`config.mk`:
```
export PLATFORM = sky130hd
export DESIGN_NAME = blkchk_word_matcher
export DESIGN_NICKNAME = d
export VERILOG_FILES = /design/src/rtl/blkchk_pkg.sv /design/src/rtl/blkchk_word_matcher.sv
export SDC_FILE = /design/constraint.sdc
export NUM_CORES = 1
export LEC_CHECK = 0
export CAP_MARGIN = 5
export CORE_ASPECT_RATIO = 1.2
export CORE_MARGIN = 5
export CORE_UTILIZATION = 48
export DETAILED_ROUTE_END_ITERATION = 16
export PLACE_DENSITY = 0.74
export SLEW_MARGIN = 5
export SYNTH_ARGS = -nofsm -noshare
export SYNTH_HDL_FRONTEND = slang
export SYNTH_SLANG_ARGS = --single-unit
```
`constraint.sdc`:
```
create_clock -name clk -period 1.8 [get_ports clk]
set_input_delay 0.36 -clock clk [delete_from_list [all_inputs] [get_ports clk]]
set_output_delay 0.36 -clock clk [all_outputs]
set_load 0.005 [all_outputs]
```
`src/rtl/blkchk_pkg.sv`:
```
// Shared types and keyword tables for the block nesting checker.
package blkchk_pkg;

  typedef enum logic [1:0] {
    KIND_BEGIN = 2'd0,
    KIND_FORK  = 2'd1,
    KIND_CASE  = 2'd2
  } kind_t;

  typedef enum logic [1:0] {
    ERR_NONE      = 2'd0,
    ERR_UNDERFLOW = 2'd1,
    ERR_MISMATCH  = 2'd2,
    ERR_OVERFLOW  = 2'd3
  } err_code_t;

  localparam logic [7:0] CHAR_SPACE = 8'h20;

  localparam int NUM_KW     = 6;
  localparam int KW_BEGIN   = 0;
  localparam int KW_END     = 1;
  localparam int KW_FORK    = 2;
  localparam int KW_JOIN    = 3;
  localparam int KW_CASE    = 4;
  localparam int KW_ENDCASE = 5;

  // Keyword text, first character at element 0, zero padded to 8 bytes.
  typedef logic [0:7][7:0] kw_str_t;

  localparam kw_str_t KW_STR [NUM_KW] = '{
    {"begin",   24'h0},
    {"end",     40'h0},
    {"fork",    32'h0},
    {"join",    32'h0},
    {"case",    32'h0},
    {"endcase",  8'h0}
  };

  localparam logic [2:0] KW_LEN [NUM_KW] = '{3'd5, 3'd3, 3'd4, 3'd4, 3'd4, 3'd7};

  localparam kind_t KW_KIND [NUM_KW] = '{
    KIND_BEGIN, KIND_BEGIN, KIND_FORK, KIND_FORK, KIND_CASE, KIND_CASE
  };

  // Bit k set when keyword k opens a block.
  localparam logic [NUM_KW-1:0] KW_IS_OPEN = 6'b010101;

  function automatic logic [7:0] fold_case(input logic [7:0] c);
    return ((c >= 8'h41) && (c <= 8'h5A)) ? c + 8'h20 : c;
  endfunction

endpackage

```
`src/rtl/blkchk_word_matcher.sv`:
```
// Streaming keyword recogniser: folds case, narrows the candidate set per
// character and reports a single keyword hit when its space delimiter arrives.
module blkchk_word_matcher
  import blkchk_pkg::*;
(
  input  logic        clk,
  input  logic        reset,
  input  logic        in_valid,
  input  logic [7:0]  in,
  output logic        hit_valid,
  output logic        hit_open,
  output kind_t       hit_kind
);

  logic [2:0]        pos;
  logic [NUM_KW-1:0] cand;
  logic [NUM_KW-1:0] cand_next;
  logic [NUM_KW-1:0] hit_vec;
  logic [7:0]        ch;
  logic              is_delim;

  assign ch       = fold_case(in);
  assign is_delim = (ch == CHAR_SPACE);

  // NOTE: every output of a combinational block gets a default first, so no
  // path leaves it unassigned and no latch is inferred.
  always_comb begin
    cand_next = '0;
    hit_vec   = '0;
    for (int k = 0; k < NUM_KW; k++) begin
      cand_next[k] = cand[k] && (pos < KW_LEN[k]) && (KW_STR[k][pos] == ch);
      hit_vec[k]   = cand[k] && (KW_LEN[k] == pos);
    end
  end

  // Keyword lengths are distinct within a prefix family, so hit_vec is one-hot.
  always_comb begin
    hit_valid = in_valid && is_delim && (pos != 3'd0) && (|hit_vec);
    hit_open  = 1'b0;
    hit_kind  = KIND_BEGIN;
    for (int k = 0; k < NUM_KW; k++) begin
      if (hit_vec[k]) begin
        hit_open = KW_IS_OPEN[k];
        hit_kind = KW_KIND[k];
      end
    end
  end

  // NOTE: sequential state is updated with non-blocking assignments only, so
  // every register samples pre-edge values regardless of statement order.
  always_ff @(posedge clk) begin
    if (reset) begin
      pos  <= 3'd0;
      cand <= '1;
    end else if (in_valid) begin
      if (is_delim) begin
        if (pos != 3'd0) begin
          pos  <= 3'd0;
          cand <= '1;
        end
      end else begin
        pos  <= (pos == 3'd7) ? 3'd7 : pos + 3'd1;
        cand <= cand_next;
      end
    end
  end

endmodule

```
Yosys cells after proc, flatten, opt, wreduce, memory -nomap -nowiden
Memory sizes are Yosys's and may differ from the RTL's.
Index checks and enable logic that the tools add are counted.
{"block": "word_totals", "register_bits": 9, "wordCells": 84, "output_inout_bits": 4, "memories": 6, "rom_bits": 384}
{"block": "op_classes", "mux": 28, "order_cmp": 7, "reduce_logical": 25, "bitwise": 1, "add_sub_neg": 2, "eq_ne": 13}
{"name": "(name not given)", "depth": 8, "word_bits": 8, "rd": 1, "rd_ports_with_merged_regs": 0, "write_ports": 0, "line_no": "blkchk_word_matcher.sv:31", "source": "cand_next[k] = cand[k] && (pos < KW_LEN[k]) && (KW_STR[k][pos] == ch);"}
{"name": "(name not given)", "depth": 8, "word_bits": 8, "rd": 1, "rd_ports_with_merged_regs": 0, "write_ports": 0, "line_no": "blkchk_word_matcher.sv:31"}
{"name": "(name not given)", "depth": 8, "word_bits": 8, "rd": 1, "rd_ports_with_merged_regs": 0, "write_ports": 0, "line_no": "blkchk_word_matcher.sv:31"}
{"name": "(name not given)", "depth": 8, "word_bits": 8, "rd": 1, "rd_ports_with_merged_regs": 0, "write_ports": 0, "line_no": "blkchk_word_matcher.sv:31"}
{"name": "(name not given)", "depth": 8, "word_bits": 8, "rd": 1, "rd_ports_with_merged_regs": 0, "write_ports": 0, "line_no": "blkchk_word_matcher.sv:31"}
{"name": "(name not given)", "depth": 8, "word_bits": 8, "rd": 1, "rd_ports_with_merged_regs": 0, "write_ports": 0, "line_no": "blkchk_word_matcher.sv:31"}
{"cell": "$mux 8", "count": 13}
{"cell": "$eq 8x8->1", "count": 6}
{"cell": "$logic_and 1x1->1", "count": 22}
{"cell": "$mux 6", "count": 2}
{"cell": "$eq 3x3->1 const A", "count": 3}
{"cell": "$lt 3x3->1 const B", "count": 3}
{"cell": "$mux 3", "count": 3}
{"cell": "$add 8x6->8 const B", "count": 1}
{"cell": "$eq 8x6->1 const B", "count": 1}
{"cell": "$ge 8x7->1 const B", "count": 1}
{"cell": "$le 8x7->1 const B", "count": 1}
{"cell": "$mux 1", "count": 7}
{"cell": "$mux 2", "count": 3}
{"cell": "$reduce_or 6->1", "count": 1}
{"cell": "$ge 4x4->1 const B", "count": 1}
{"cell": "$not 3->4", "count": 1}
{"cell": "$add 3x1->3 const B", "count": 1}
{"cell": "$eq 2x3->1 const A", "count": 1}
{"cell": "$eq 3x3->1 const B", "count": 1}
{"cell": "$lt 3x2->1 const B", "count": 1}
{"cell": "$reduce_bool 3->1", "count": 1}
{"cell": "$ne 2x1->1 const B", "count": 1}
{"cell": "$reduce_and 2->1", "count": 1}

Longest topological paths before layout
Gate-level depths: netlist (run 1).
{"block": "logic_depth", "depth_word": 8, "ltp_mapped": 8, "depth_no_buf": 7}

Least setup slack after synthesis (run 1)
Ideal clock, no wire load.
{"block": "synth_timing", "kind": "reg2out", "start": "register pos[0]", "end": "output hit_valid", "arrival_ps": 1584, "required_time_ps": 1440, "slack_ps": -144, "path_stages_with_launch": 8, "cell_sequence": "dfxtp_1 -> ha_1 -> clkbuf_1 -> nand2_1 -> a21oi_1 -> a31oi_1 -> o21ai_0 -> and3_1"}
{"block": "synth_between", "elab_chain_cells": 4}
{"item": "start, declared", "line_no": "blkchk_word_matcher.sv:15", "source": "logic [2:0] pos;"}
{"item": "start signal, assigned", "line_no": "blkchk_word_matcher.sv:62", "source": "pos <= (pos == 3'd7) ? 3'd7 : pos + 3'd1;"}
{"item": "$eq 3x3->1 / $eq 2x3->1 (equally long branches)", "line_no": "blkchk_word_matcher.sv:32", "source": "hit_vec[k] = cand[k] && (KW_LEN[k] == pos);"}
{"item": "$logic_and 1x1->1", "line_no": "blkchk_word_matcher.sv:32"}
{"item": "$reduce_or 6->1", "line_no": "blkchk_word_matcher.sv:38", "source": "hit_valid = in_valid && is_delim && (pos != 3'd0) && (|hit_vec);"}
{"item": "$logic_and 1x1->1 *", "line_no": "blkchk_word_matcher.sv:38"}
{"item": "end, declared", "line_no": "blkchk_word_matcher.sv:10", "source": "output logic hit_valid,"}
Mark *: on every way between the ends. The rest lies on a longest branch, timed or not.

Worst setup path after layout (run 1)
Same ends and word-level chain as after synthesis.

==> reports/qor.csv, run 1 <==
metric,value,unit
status,"complete, but fails checks",
failing checks,setup timing,
"top cells by count, synth","a21oi_1 (17), nor2_1 (14), nand2_1 (12)",
relative slew slack,0.726,
CTS Sinks,9,
largest net degree at the start of global routing,22,
die span in y,62.9,µm
Worst-path clk slew,0.06,ns
grt total ovfl,0,
I/O Pins,15,
final setup fails,5,
vias,1595,
Antenna Nets Post-Route,0,
PwrDens,446,mW/mm²
Final Cell Area,0.00186,mm²
Site Rows,19,
maximum vdd drop,495,µV
Residual DRC,0,
Die X,54.0,µm
Routed wire per std cell,18.7,µm
root buffer cell,clkbuf_4,
Final Util,0.822,
"EDFF count, synth",0,
GP Congestion,0.926,
Layout area overhead,66.1,%
final wirelength,4.74,mm
Fin. Hold Viols,0,
# port buffers,14,
DR iter-0 viols,101,
"Seq/Total Area, Yosys",0.161,
All-Layer GR Usage,0.260,
CTS tree,yes,
Layout Nets,240,
Leak Pwr,0.000793,µW
Post-synth top flop,dfxtp_1,
number of global-route vias before repair,1442,
synthesized flop and latch total,9,
RSZ-0062 raised after global routing,true,
"critical path fanouts, max",3,
Core ar.,0.00226,mm²
Die ar.,0.00340,mm²
minimum clock period,1.94,ns
share of layout cells above drive strength 1,0.432,
Synth Instances,159,
HPWL after DPL,2.79,mm
Initial Util,0.495,
Max Clk Rate,515,MHz
Syn. warnings,0,
first-pass GRT wire length,6.57,mm
Synth area leaders,"dfxtp_1 (16%), a21oi_1 (7.6%), ha_1 (6.7%)",
Worst EP arrival,1.58,ns
CTS buffer count,3,
fraction of registers with async set/reset,0,
"area leader, netlist",dfxtp_1,
Skew-Pair Late Insertion Delay,0.27,ns
cts hold-fix bufs,0,
dpl cell area,0.00154,mm²
drt via density,6.30,
average cell area after synthesis,7.03,µm²
top-area cell type share of the netlist area,0.161,
clock buffer depth,2,
# diodes,0,
H-tree levels,1,
Tightest Pin Transition,0.406,ns
crit share post-route,1.08,
Post-Syn Area,0.00112,mm²
Critical Path End Type,output port,
syn_nets,176,
setup TNS,-0.382,ns
min-delay worst type,reg -> reg,
Post-Place Cells,234,
max-cap violations,0,
most numerous cell in the Yosys netlist,a21oi_1,
first-pass detailed-route iteration total,5,
Final Max Tran Viols,0,
kind of critical path,reg -> out,
Yosys cell types,42,
Worst EP required,1.44,ns
"non-filler cells, final",253,
worst setup margin,-0.140,ns
antenna violations before repair,0,
hold_ws,0.554,ns
Clock Skew,0.00352,ns
startpoint types,register,
==> timing repair <==
item / CTS / global route
pin swaps: 21 / 21
gates resized for setup: 69 / 19
cloned: 0 / 0
buffers inserted: 8 / 7
endpoints found under the setup margin: 10 / 9
==> sequential cells by signal (all words and copies together) (netlist names) <==
name / cells
cand: 6
pos: 3
==> logic make-up (layout without fill, tap and decap cells) <==
group,count (synthesis),in the layout,share of synthesized area
AND/OR/NAND/NOR,65,65,0.301
flip-flops,9,9,0.161
buffers and inverters,18,81,0.0784
XOR/XNOR,16,16,0.125
AO/OA/AOI/OAI,45,45,0.267
adder cells (fa/ha/maj),6,6,0.0672
==> through the flow <==
stage | power, µW | setup WS [ns]
2_1_floorplan | 417 | -0.00543
3_5_place_dp | 561 | -0.709
6_report | 827 | -0.140
4_1_cts | 776 | -0.108
3_3_place_gp | 553 | -0.631
5_1_grt | 870 | -0.196
==> report_power, final <==
| group | internal (µW) | switching (µW) |
|---|---|---|
| registers | 216 | 16.7 |
| clock network | 85.9 | 77.4 |
| logic | 214 | 217 |
==> layout make-up <==
type	instances	area, µm²
multi-input cells	132	1010
repair buffers	69	559
fillers	130	403
flip-flops and latches	9	185
well taps	31	38.8
inverters	8	32.5
clock buffers	4	26.3
==> worst max-delay path, stage by stage (launching register included) <==
cell	delay (ns)
dfxtp_2	0.36
buf_6	0.11
ha_4	0.15
nand2_4	0.05
a21oi_2	0.15
a31oi_1	0.05
o21ai_1	0.15
and3_1	0.18
buf_2	0.11
==> path summary, 6_finish.rpt <==
path / from / endpoint / slack (ns) / cells after the start
worst max-delay path: pos[0]$_SDFFE_PP0P_ / hit_valid / -0.14 / 8
worst min-delay path: cand[1]$_SDFFE_PP1P_ / cand[1]$_SDFFE_PP1P_ / 0.55 / 2
worst max register to register: pos[1]$_SDFFE_PP0P_ / cand[0]$_SDFFE_PP1P_ / -0.09 / 10
worst min register to register: cand[1]$_SDFFE_PP1P_ / cand[1]$_SDFFE_PP1P_ / 0.55 / 2
==> per-layer routing <==
layer / part of all wire / global-route usage / vias to the layer above
met5: 0 / 0 / -
met4: 0.059 / 0.128 / 0
met3: 0.089 / 0.0573 / 41
met2: 0.51 / 0.448 / 129
met1: 0.34 / 0.284 / 722
li1: - / - / 703
==> cell usage in the layout, fill, tap and decap left out, drive strengths merged, types with 5 or more instances in the layout <==
cell | netlist | layout
clkbuf | 5 | 5
nand3 | 6 | 6
o21ai | 5 | 5
xor2 | 8 | 8
ha | 6 | 6
buf | 5 | 62
nor2 | 14 | 14
nand2 | 12 | 12
nor2b | 5 | 5
nor3 | 8 | 8
a21oi | 17 | 17
dfxtp | 9 | 9
inv | 8 | 8
xnor2 | 8 | 8
(Power assumes the default switching activity.)
==> inputs of run 2 (changes only) <==
PLACE_DENSITY = 0.71   (was 0.74)
TNS_END_PERCENT = 30   (was unset)
==> run 2 against run 1 <==
Compared with the run above:
- the run still ends with setup timing left
- clock-buffer cell count did not move
- first-iteration DRC count is 42% lower
- non-clock buffer count is 7 lower
- critical path type is now reg -> reg
==> reports/qor.csv, run 2 (synthesized netlist as in run 1, its figures left out) <==
metric,value,unit
status,"complete, but fails checks",
failing checks,setup timing,
PwrDens,446,mW/mm²
Site Rows,19,
Final Cell Area,0.00181,mm²
worst setup margin,-0.133,ns
Final Max Tran Viols,0,
share of layout cells above drive strength 1,0.419,
RSZ-0062 raised after global routing,true,
Clock Skew,0.00685,ns
kind of critical path,reg -> reg,
DR iter-0 viols,59,
grt total ovfl,0,
min-delay src,cand[0]$_SDFFE_PP1P_,
crit share post-route,1.07,
# diodes,0,
"critical path fanouts, max",4,
Largest register FFs,6,
Residual DRC,0,
hold_ws,0.579,ns
CTS buffer count,3,
die span in y,62.9,µm
H-tree levels,1,
final setup fails,6,
drt via density,6.00,
Leak Pwr,0.000750,µW
Fin. Hold Viols,0,
vias,1477,
number of global-route vias before repair,1439,
root buffer cell,clkbuf_4,
largest net degree at the start of global routing,22,
I/O Pins,15,
Worst EP required,1.99,ns
All-Layer GR Usage,0.266,
minimum clock period,1.93,ns
CTS tree,yes,
first-pass GRT wire length,6.82,mm
# port buffers,14,
Reg with most FFs,cand,
"commonest non-fill, non-tap cell in the layout",buf_4,
Skew-Pair Late Insertion Delay,0.27,ns
Routed wire per std cell,17.3,µm
Antenna Nets Post-Route,0,
startpoint types,register,
maximum vdd drop,430,µV
RR Startpoint,pos[1]$_SDFFE_PP0P_,
max-cap violations,0,
Core ar.,0.00226,mm²
min-delay worst type,reg -> reg,
final wirelength,4.25,mm
# fillers,164,
relative slew slack,0.657,
Die X,54.0,µm
Layout Nets,233,
Die ar.,0.00340,mm²
"commonest non-fill, non-tap cells in the layout","buf_4 (40), a21oi_1 (15), nor2_1 (14)",
Layout area overhead,61.9,%
GP Congestion,0.945,
Initial Util,0.495,
first-pass detailed-route iteration total,5,
Critical Path End Type,register,
Tightest Pin Transition,0.508,ns
cts hold-fix bufs,0,
Worst EP arrival,2.12,ns
antenna violations before repair,0,
Max Clk Rate,517,MHz
CTS Sinks,9,
clock buffer depth,2,
HPWL after DPL,2.88,mm
Worst-path clk slew,0.07,ns
registers with the most flip-flops,"cand: 6 flops, pos: 3 flops",
CP Launch Point,pos[1]$_SDFFE_PP0P_,
dpl cell area,0.00154,mm²
==> run 2: changes by cell type in the layout (fill, tap and decap cells not counted), moves of 2 or more <==
cell | before | now
o21ai_0 | 0 | 2
buf_4 | 44 | 40
o21ai_2 | 0 | 2
buf_2 | 6 | 4
clkdlybuf4s15_1 | 0 | 2
a311oi_2 | 1 | 3
o31ai_2 | 0 | 2
a311oi_1 | 2 | 0
buf_6 | 11 | 7
dlygate4sd2_1 | 4 | 2
clkdlybuf4s50_1 | 2 | 4
o21ai_1 | 5 | 1
o31ai_1 | 2 | 0
==> run 2: path summary, 6_finish.rpt <==
kind / end / cells past startpoint / slack, ns
setup reg to reg: cand[5]$_SDFFE_PP1P_ / 9 / -0.13
hold / removal: cand[0]$_SDFFE_PP1P_ / 2 / 0.58
hold reg to reg: cand[0]$_SDFFE_PP1P_ / 2 / 0.58
setup / recovery: cand[5]$_SDFFE_PP1P_ / 9 / -0.13
==> run 2: routing by layer <==
layer  GRT usage  up-vias  share of wire
met2       0.458       74           0.51
met1       0.292      687           0.37
li1            -      690              -
met3      0.0621       26          0.061
met4       0.128        0          0.062
met5           0        -              0
==> run 2: layout make-up <==
cell class / count / area (µm²) / share of cell area
Sequential cell: 9 / 185 / 0.102
Tap cell: 31 / 38.8 / 0.0214
Inverter: 8 / 32.5 / 0.0180
Timing Repair Buffer: 62 / 508 / 0.281
Clock buffer: 4 / 26.3 / 0.0145
Multi-Input combinational cell: 132 / 1020 / 0.563
==> run 2: timing repair <==
| item | in CTS | in global routing |
|---|---|---|
| setup buffers | 5 | 3 |
| endpoints found under the setup margin | 10 | 10 |
| pin swaps | 16 | 16 |
| resized for setup | 60 | 18 |
==> run 2: where the power goes <==
| part | internal (µW) | leakage [µW] | total (µW) | switching [µW] |
|---|---|---|---|---|
| Combinational | 202 | 0.000659 | 412 | 210 |
| Clock | 85.7 | 0.0000150 | 162 | 76.2 |
| Sequential | 216 | 0.0000761 | 232 | 16.2 |
| Total | 504 | 0.000750 | 806 | 302 |
==> run 2: worst max-delay path, stage by stage, from the launching register on <==
cell and delay, ns:
dfxtp_4 0.38, inv_4 0.05, buf_4 0.13, ha_4 0.17, buf_4 0.13, buf_4 0.14
a21oi_1 0.27, xor2_1 0.24, nand4_1 0.13, a211oi_1 0.21
==> run 2: through the flow <==
step                      utilization  std cells  TNS [ns]  total power (µW)  setup WS [ns]
after floorplan                     -        159   -0.0139               417       -0.00877
after global placement          0.682        234     -4.31               554         -0.651
after detailed placement        0.682        234     -4.99               565         -0.708
after CTS                       0.762        243    -0.288               772         -0.104
after global routing            0.801        246     -1.06               851         -0.223
final                           0.801        246    -0.458               806         -0.133
==> inputs of run 3 (changes only) <==
CORE_UTILIZATION = 49   (was 48)
PLACE_DENSITY = 0.85   (was 0.71)
==> run 3 against run 2 <==
Compared with the run above:
- the run still ends with setup timing left
- non-clock buffer count up 7
- clock-buffer cell count unchanged
- sequential share of layout area down 0.26 points
- via count up 6.3%
- flip-flop and latch count unchanged
- critical path depth down 4
- worst hold slack worse by 0.036 ns
- routed wire length up 11%
==> reports/qor.csv, run 3 (synthesized netlist as in run 1, its figures left out) <==
metric,value,unit
"commonest non-fill, non-tap cells in the layout","buf_4 (50), a21oi_1 (15), nor2_1 (14)",
"commonest non-fill, non-tap cell in the layout",buf_4,
min-delay worst type,reg -> reg,
worst setup margin,-0.225,ns
root buffer cell,clkbuf_4,
startpoint types,input pin,
Die ar.,0.00334,mm²
CP Launch Point,in[5],
Antenna Nets Post-Route,0,
Worst-path clk slew,0.06,ns
Crit path largest cell delay,0.51,ns
I/O Pins,15,
GP Congestion,0.983,
All-Layer GR Usage,0.295,
R2R Setup Slk,-0.15,ns
RSZ-0062 raised after global routing,true,
# port buffers,14,
CTS buffer count,3,
CTS Sinks,9,
final wirelength,4.71,mm
# diodes,0,
number of global-route vias before repair,1570,
H-tree levels,1,
registers with the most flip-flops,"cand: 6 flops, pos: 3 flops",
failing checks,setup timing,
Tightest Pin Transition,0.373,ns
Core ar.,0.00223,mm²
Skew-Pair Late Insertion Delay,0.27,ns
final setup fails,7,
minimum clock period,2.02,ns
CTS tree,yes,
share of layout cells above drive strength 1,0.432,
R2R depth,9,
Routed wire per std cell,18.6,µm
r2r endpoint,cand[5]$_SDFFE_PP1P_,
Largest register FFs,6,
kind of critical path,in -> out,
drt via density,6.21,
first-pass detailed-route iteration total,4,
die span in y,62.3,µm
DR iter-0 viols,74,
CP max stage cell,clkdlybuf4s50_1,
dpl cell area,0.00161,mm²
first-pass GRT wire length,7.46,mm
Layout area overhead,66.2,%
Setup crit end,hit_valid,
clock buffer depth,2,
Critical Path End Type,output port,
Fin. Hold Viols,0,
Final Cell Area,0.00186,mm²
status,"complete, but fails checks",
M2 GR Usage,0.498,
Reg with most FFs,cand,
antenna violations before repair,0,
"Critical Path, Cell by Cell",clkdlybuf4s50_1 > nor3b_2 > and3_1 > and3_4 > buf_6,
PwrDens,448,mW/mm²
crit share post-route,1.12,
RR Startpoint,pos[0]$_SDFFE_PP0P_,
vias,1570,
Die X,53.6,µm
Leak Pwr,0.000802,µW
Worst EP arrival,1.66,ns
GR Layer Usage met1,0.320,
Worst EP required,1.44,ns
GRT busiest layer,met2,
largest net degree at the start of global routing,16,
"critical path fanouts, max",3,
max-cap violations,0,
Residual DRC,0,
relative slew slack,0.749,
grt total ovfl,0,
Layout Nets,240,
Final Max Tran Viols,0,
Max Clk Rate,494,MHz
HPWL after DPL,3.18,mm
Power Total,831,µW
Site Rows,19,
Clock Skew,0.000769,ns
maximum vdd drop,513,µV
min-delay src,cand[1]$_SDFFE_PP1P_,
Initial Util,0.500,
met3 Use GR,0.0766,
run 3: worst max-delay path: cells and delay by family:
family,cells,cell delay [ns]
and+or+nand+nor,3,0.71
buffers and inverters,2,0.60
run 3: layer usage:
| metal | wire [µm] | vias to the layer above |
|---|---|---|
| met4 | 351 | 0 |
| met2 | 2310 | 112 |
| met3 | 329 | 38 |
| met1 | 1710 | 722 |
| li1 | - | 698 |
| met5 | 0 | - |
run 3: area by class of cell:
class                   count  area, µm²
fillers                   154        378
inverters                   8       32.5
multi-input cells         132       1010
clock buffers               4       26.3
flip-flops and latches      9        185
repair buffers             69        567
well taps                  31       38.8
run 3: per-stage QoR:
stage | hold slack [ns] | TNS [ns] | setup slack, ns | instances | utilization
after floorplan | 0.425 | -0.0139 | -0.00877 | 159 | -
after global placement | 0.522 | -4.96 | -0.763 | 243 | 0.719
after detailed placement | 0.523 | -5.07 | -0.758 | 243 | 0.719
after CTS | 0.535 | -1.12 | -0.258 | 249 | 0.793
after global routing | 0.586 | -1.47 | -0.283 | 253 | 0.831
final | 0.544 | -0.889 | -0.225 | 253 | 0.831
run 3: what timing repair did:
item | 4_1_cts | 5_1_grt
hold buffers | 0 | 0
pin swaps | 12 | 17
buffers inserted | 2 | 4
setup endpoints to repair | 10 | 12
gates resized for setup | 48 | 25
run 3: worst min path at each step:
stage / cells after the start / end
floorplan: 1 / pos[0]$_SDFFE_PP0P_
global placement: 2 / cand[1]$_SDFFE_PP1P_
detailed placement: 2 / cand[1]$_SDFFE_PP1P_
CTS: 2 / cand[1]$_SDFFE_PP1P_
global route: 2 / cand[1]$_SDFFE_PP1P_
finish: 2 / cand[1]$_SDFFE_PP1P_
run 3: where the power goes:
part | switching, µW | total [µW] | internal, µW
logic | 218 | 439 | 220
clock network | 74.1 | 160 | 85.7
registers | 17.0 | 233 | 216
total | 309 | 831 | 522
